--- config.mk ---
export PLATFORM = sky130hd
export DESIGN_NAME = key_debounce
export DESIGN_NICKNAME = d
export VERILOG_FILES = /design/src/rtl/key_debounce_pkg.sv /design/src/rtl/sync_2ff.sv /design/src/rtl/key_debounce.sv
export SDC_FILE = /design/constraint.sdc
export NUM_CORES = 1
export LEC_CHECK = 0
export BUFFER_PORTS_ARGS = -buffer_cell sky130_fd_sc_hd__clkbuf_2
export CAP_MARGIN = 10
export CORE_MARGIN = 2
export CORE_UTILIZATION = 64
export DETAILED_ROUTE_END_ITERATION = 10
export GPL_TIMING_DRIVEN = 1
export PLACE_DENSITY = 0.9
export SYNTH_ARGS = -nofsm -noshare
export SYNTH_HDL_FRONTEND = slang
export SYNTH_SLANG_ARGS = --single-unit
--- constraint.sdc ---
create_clock -name i_clk -period 3 [get_ports i_clk]
set_input_delay 0.6 -clock i_clk [delete_from_list [all_inputs] [get_ports i_clk]]
set_output_delay 0.6 -clock i_clk [all_outputs]
set_load 0.05 [all_outputs]
--- src/rtl/key_debounce_pkg.sv ---
// Shared types and default constants for the pushbutton debouncer.
// Defaults assume a 50 MHz clock: 10 ms bounce window, 1 s long hold.
package key_debounce_pkg;

    typedef enum logic [1:0] {
        S_RELEASED     = 2'b00,
        S_PRESS_WAIT   = 2'b01,
        S_PRESSED      = 2'b10,
        S_RELEASE_WAIT = 2'b11
    } debounce_state_t;

    localparam int unsigned DEB_STABLE_DEFAULT = 32'd500_000;
    localparam int unsigned DEB_LONG_DEFAULT   = 32'd50_000_000;
    localparam int unsigned DEB_CNT_W          = 32'd26;

endpackage

--- src/rtl/sync_2ff.sv ---
// Two-flop synchronizer for one asynchronous board input.
// Both stages clear on synchronous active-high reset.
module sync_2ff (
    input  logic i_clk,
    input  logic i_rst,
    input  logic i_d,
    output logic o_q
);

    logic sync1_r;
    logic sync2_r;

    // Metastability filter: first stage may go metastable, second stage is used.
    always_ff @(posedge i_clk) begin
        if (i_rst) begin
            sync1_r <= 1'b0;
            sync2_r <= 1'b0;
        end else begin
            sync1_r <= i_d;
            sync2_r <= sync1_r;
        end
    end

    assign o_q = sync2_r;

endmodule

--- src/rtl/key_debounce.sv ---
// Debounces an active-low pushbutton into a clean level plus single-cycle
// press, release and long-hold pulses. All outputs are registered.
module key_debounce
    import key_debounce_pkg::*;
#(
    parameter int unsigned STABLE_CYCLES = DEB_STABLE_DEFAULT,
    parameter int unsigned LONG_CYCLES   = DEB_LONG_DEFAULT,
    parameter int unsigned CNT_W         = DEB_CNT_W
) (
    input  logic i_clk,
    input  logic i_rst,
    input  logic i_key_n,
    output logic o_level,
    output logic o_press,
    output logic o_release,
    output logic o_long
);

    if ((STABLE_CYCLES < 32'd2) || (LONG_CYCLES <= STABLE_CYCLES) ||
        (64'(LONG_CYCLES) >= (64'd1 << CNT_W))) begin : g_param_check
        $error("key_debounce: illegal STABLE_CYCLES/LONG_CYCLES/CNT_W combination");
    end

    localparam logic [CNT_W-1:0] CNT_ZERO    = CNT_W'(32'd0);
    localparam logic [CNT_W-1:0] CNT_ONE     = CNT_W'(32'd1);
    localparam logic [CNT_W-1:0] STABLE_LAST = CNT_W'(STABLE_CYCLES - 32'd1);
    localparam logic [CNT_W-1:0] LONG_LAST   = CNT_W'(LONG_CYCLES - 32'd1);
    localparam logic [CNT_W-1:0] LONG_SAT    = CNT_W'(LONG_CYCLES);

    logic             key_s;
    debounce_state_t  state_r;
    debounce_state_t  state_nxt_s;
    logic [CNT_W-1:0] cnt_r;
    logic [CNT_W-1:0] cnt_nxt_s;
    logic             level_r;
    logic             level_nxt_s;
    logic             press_r;
    logic             press_nxt_s;
    logic             release_r;
    logic             release_nxt_s;
    logic             long_r;
    logic             long_nxt_s;

    sync_2ff u_key_sync (
        .i_clk (i_clk),
        .i_rst (i_rst),
        .i_d   (~i_key_n),
        .o_q   (key_s)
    );

    // State, shared counter and registered outputs.
    always_ff @(posedge i_clk) begin
        if (i_rst) begin
            state_r   <= S_RELEASED;
            cnt_r     <= CNT_ZERO;
            level_r   <= 1'b0;
            press_r   <= 1'b0;
            release_r <= 1'b0;
            long_r    <= 1'b0;
        end else begin
            state_r   <= state_nxt_s;
            cnt_r     <= cnt_nxt_s;
            level_r   <= level_nxt_s;
            press_r   <= press_nxt_s;
            release_r <= release_nxt_s;
            long_r    <= long_nxt_s;
        end
    end

    // Next state and counter; a bounce on the confirming sample still reverts.
    always_comb begin
        state_nxt_s = state_r;
        cnt_nxt_s   = cnt_r;
        case (state_r)
            S_RELEASED: begin
                if (key_s) begin
                    state_nxt_s = S_PRESS_WAIT;
                    cnt_nxt_s   = CNT_ONE;
                end else begin
                    cnt_nxt_s   = CNT_ZERO;
                end
            end
            S_PRESS_WAIT: begin
                if (!key_s) begin
                    state_nxt_s = S_RELEASED;
                    cnt_nxt_s   = CNT_ZERO;
                end else if (cnt_r == STABLE_LAST) begin
                    state_nxt_s = S_PRESSED;
                    cnt_nxt_s   = CNT_ZERO;
                end else begin
                    cnt_nxt_s   = cnt_r + CNT_ONE;
                end
            end
            S_PRESSED: begin
                if (!key_s) begin
                    state_nxt_s = S_RELEASE_WAIT;
                    cnt_nxt_s   = CNT_ONE;
                end else if (cnt_r < LONG_SAT) begin
                    cnt_nxt_s   = cnt_r + CNT_ONE;
                end else begin
                    cnt_nxt_s   = LONG_SAT;
                end
            end
            S_RELEASE_WAIT: begin
                // Returning to pressed re-enters saturated so o_long cannot repeat.
                if (key_s) begin
                    state_nxt_s = S_PRESSED;
                    cnt_nxt_s   = LONG_SAT;
                end else if (cnt_r == STABLE_LAST) begin
                    state_nxt_s = S_RELEASED;
                    cnt_nxt_s   = CNT_ZERO;
                end else begin
                    cnt_nxt_s   = cnt_r + CNT_ONE;
                end
            end
            default: begin
                state_nxt_s = S_RELEASED;
                cnt_nxt_s   = CNT_ZERO;
            end
        endcase
    end

    // Output decode: level holds, pulses default low every cycle.
    always_comb begin
        level_nxt_s   = level_r;
        press_nxt_s   = 1'b0;
        release_nxt_s = 1'b0;
        long_nxt_s    = 1'b0;
        case (state_r)
            S_RELEASED: begin
                level_nxt_s = 1'b0;
            end
            S_PRESS_WAIT: begin
                if (key_s && (cnt_r == STABLE_LAST)) begin
                    level_nxt_s = 1'b1;
                    press_nxt_s = 1'b1;
                end else begin
                    level_nxt_s = level_r;
                end
            end
            S_PRESSED: begin
                if (key_s && (cnt_r == LONG_LAST)) begin
                    long_nxt_s = 1'b1;
                end else begin
                    long_nxt_s = 1'b0;
                end
            end
            S_RELEASE_WAIT: begin
                if (!key_s && (cnt_r == STABLE_LAST)) begin
                    level_nxt_s   = 1'b0;
                    release_nxt_s = 1'b1;
                end else begin
                    level_nxt_s   = level_r;
                end
            end
            default: begin
                level_nxt_s = 1'b0;
            end
        endcase
    end

    assign o_level   = level_r;
    assign o_press   = press_r;
    assign o_release = release_r;
    assign o_long    = long_r;

endmodule

==> reports/results.tsv <==
stage	metric	value	unit
logic_synthesis	post-synth design cell area	1695	µm²
placed_design	Port Buffer Count	6	
floorplan	Die Height	55.47	µm
worst_setup_path	crit path capture type	flop	
clocking	TritonCTS clock tree	built	
clocking	cts bufs inserted	5	
logic_synthesis	syn nets	201	
logic_synthesis	portion of netlist area occupied by mux cells	0.5904	%
timing	final hold slack	0.3905	ns
clocking	Clk pin slew, worst setup/hold paths	0.10	ns
worst_setup_path	highest fanout seen on the critical path	13	
worst_setup_path	data arrival at the endpoint of the critical path	2.56	ns
clocking	Clock Latency Late Sink	0.35	ns
logic_synthesis	syn avg cell area	8.606	µm²
logic_synthesis	EDFF count, synth	0	
logic_synthesis	sequential area share after synthesis	40.15	%
timing	setup-violating endpoint count in the final report	0	
timing	count of final max-slew check failures	0	
floorplan	die area	3077	µm²
global_route	Global Route Usage Sum	25.18	%
logic_synthesis	compound-gate portion of the synthesized area	10.11	%
global_route	maximum number of pins on one net before global-route repair	14	
floorplan	die width	55.47	µm
logic_synthesis	parity-gate share of the synthesized area counting xor and xnor cells	11.88	%
floorplan	row count	18	
detailed_routing	remaining design rule violation count	0	
placed_design	HPWL Detailed	2.521	mm
worst_setup_path	reg-to-reg critical path startpoint	cnt_r[11]	
final_layout	fraction of layout cells with a size suffix above 1	9.852	%
detailed_routing	total vias in the final route	1432	
run	maximum capacitance violations	0	
detailed_routing	ratio of routed vias to standard cells	6.146	
power	Leak	0.5849	nW
worst_hold_path	Worst Hold Path EP	u_key_sync.sync1_r	
logic_synthesis	most common cell in the netlist	dfxtp_1	
timing	clock skew after layout	0.01129	ns
power	sum of internal, switching and leakage power	732.9	µW
clocking	Bufs on Longest Clock Path	2	
timing	Tcrit/Tclk final	78.18	%
floorplan	starting density of the core	67.82	%
logic_synthesis	number of distinct library cell variants in the gate-level netlist after synthesis	43	
timing	transition time at the pin with the least slew margin	0.8883	ns
floorplan	Std-Cell Core Area	2500	µm²
worst_setup_path	Reg2Reg Setup Slack	0.65	ns
clocking	post-CTS resize count	0	
timing	Final Hold Vio Count	0	
clocking	number of H-tree levels	2	
logic_synthesis	synthesis-stage register bit count	34	
global_route	number of global-route vias before repair	1348	
logic_synthesis	Synth Area in Simple Gates	32.69	%
placed_design	RD Place Congestion	0.8430	
timing	setup repair after global routing missed its margin	no	
clocking	library cell used as clock root buffer	clkbuf_4	
detailed_routing	first-iteration detailed-routing DRC count	75	
detailed_routing	number of iterations in the first detailed-routing pass	4	
logic_synthesis	top cells by count, synth	34 x dfxtp_1, 25 x nor2_1, 14 x nand2_1, 13 x xor2_1, 10 x xnor2_1	
logic_synthesis	asr flop ratio synth	0	%
logic_synthesis	leading cell types by total area after synthesis	dfxtp_1 40%, xor2_1 6.7%, nor2_1 5.5%	
global_route	total congestion overflow	0	
worst_setup_path	end of the worst register-to-register path	cnt_r[24]	
power	maximum vdd drop	388.6	µV
logic_synthesis	post-synthesis instance total	197	
detailed_routing	wirelength, routed	3.504	mm
status	outcome	finished clean	
power	PD cells	410.2	nW/µm²
final_layout	fill cell count	188	
logic_synthesis	Adder-Cell Fraction of Synth Area	1.328	%
logic_synthesis	most used flip-flop cell after synthesis	dfxtp_1	
global_route	global-route wire length before repair	6.120	mm
timing	worst max-slew margin expressed relative to the limit	40.23	%
timing	time the final worst path needs with I/O delays and setup	2.345	ns
final_layout	number of antenna cells inserted	0	
final_layout	area added between synthesis and finish	5.387	%
worst_hold_path	critical hold path startpoint	i_key_n	
detailed_routing	per-cell routed wire length	15.04	µm
global_route	number of antenna violations at the first check in global routing	0	
worst_setup_path	r2r worst-path depth	5	
clocking	Clock Sink Count	34	
worst_setup_path	delay of the slowest critical-path stage	0.80	ns
worst_hold_path	class of the tightest hold or removal check	in2reg	
placed_design	worst setup slack after placement	0.7310	ns
logic_synthesis	largest family of logic cells by synthesized area	simple AND/OR/NAND/NOR gates	
worst_setup_path	startpoint class of the critical path	flop	
worst_hold_path	Worst Hold Path Cells	2	
worst_setup_path	required time at the endpoint of the critical path	3.22	ns
floorplan	num ports	7	
detailed_routing	DRT antenna net count	0	
clocking	cts hold-fix bufs	0	
clocking	post-CTS setup repair buffer count	0	
worst_setup_path	critical path's slowest cell	nor4_1	
logic_synthesis	Yosys warning count	0	
logic_synthesis	post-synth top area cell	dfxtp_1	
final_layout	share of the core filled with cells in the final layout	71.47	%
timing	peak clock frequency supported by timing	426.4	MHz
worst_setup_path	crit path cell chain	nor4_1, nand3_1, o22ai_1, o21a_1, nor2_1	
timing	Worst Slack Setup Final	0.6546	ns
final_layout	layout net count	206	
timing	sum of negative setup slack	0	ns
logic_synthesis	share of the synthesized area in the top cell type	40.15	%
worst_setup_path	Crit Path Class	reg2reg	
[layer usage]
layer / GRT usage (%) / part of all wire (%) / vias up
met5: 0 / 0 / -
li1: - / - / 712
met1: 32.79 / 44 / 666
met3: 5.855 / 5.8 / 8
met2: 38.78 / 48 / 46
met4: 13.24 / 1.9 / 0
[state kept, by name, summed over array words and instances (netlist names), named ones only]
signal and cells:
o_release 1, o_press 1, u_key_sync.sync1_r 1, state_r 1, o_long 1, cnt_r 26, o_level 1, u_key_sync.o_q 1
[worst max-delay path: cells and delay by family (launching register included)]
kind | cells | cell delay, ns
compound gates | 2 | 0.68
flops | 1 | 0.39
simple gates | 3 | 1.15
[power by group]
group,internal (mW),leakage (nW),total (mW),switching (mW)
clock,0.112,0.0343,0.268,0.156
sequential,0.453,0.274,0.456,0.00284
combinational,0.00358,0.276,0.00865,0.00507
[stage by stage]
| step | instances | instance area, µm² |
|---|---|---|
| 2_1_floorplan | 197 | 1695 |
| 3_3_place_gp | 225 | 1723 |
| 3_5_place_dp | 225 | 1723 |
| 4_1_cts | 233 | 1787 |
| 5_1_grt | 233 | 1787 |
| 6_report | 233 | 1787 |
[cell type report]
class | count | area [µm²] | area share (%)
timing repair buffer | 6 | 30.03 | 1.681
sequential | 34 | 680.7 | 38.10
inverter | 4 | 15.01 | 0.8403
clock inverter | 2 | 12.51 | 0.7003
tap | 30 | 37.54 | 2.101
clock buffer | 6 | 51.30 | 2.871
multi-input combinational | 151 | 959.7 | 53.71
[logic make-up after synthesis]
kind of cell	count (synthesis)
xor+xnor	23
mux	1
flops	34
simple gates	96
compound gates	29
fa+ha+maj	2
buf+inv	12
[how the worst max path moves through the flow]
stage                          from   endpoint  slack [ns]  cells past startpoint
after CTS                 cnt_r[11]  cnt_r[24]        0.71                      5
after floorplan            cnt_r[0]    o_level        1.24                      7
after global placement    cnt_r[11]   cnt_r[5]        0.84                      5
after detailed placement  cnt_r[11]  cnt_r[24]        0.73                      5
final                     cnt_r[11]  cnt_r[24]        0.65                      5
after global routing      cnt_r[11]   cnt_r[5]        0.49                      5
[cells in the final DEF (no fill, tap or decap), types with 2 or more instances in the layout]
cell type  instances
dfxtp_1           34
nor2_1            25
nand2_1           14
xor2_1            13
xnor2_1           10
nand4_1            9
nand3_1            9
o21ai_0            9
a21oi_1            8
nor3_1             7
nor4_1             6
nand2b_1           6
clkbuf_2           6
and4_1             5
clkbuf_4           5
inv_1              4
a21o_1             2
o21a_1             2
nor3_2             2
o21ai_1            2
(Power assumes the default switching activity.)
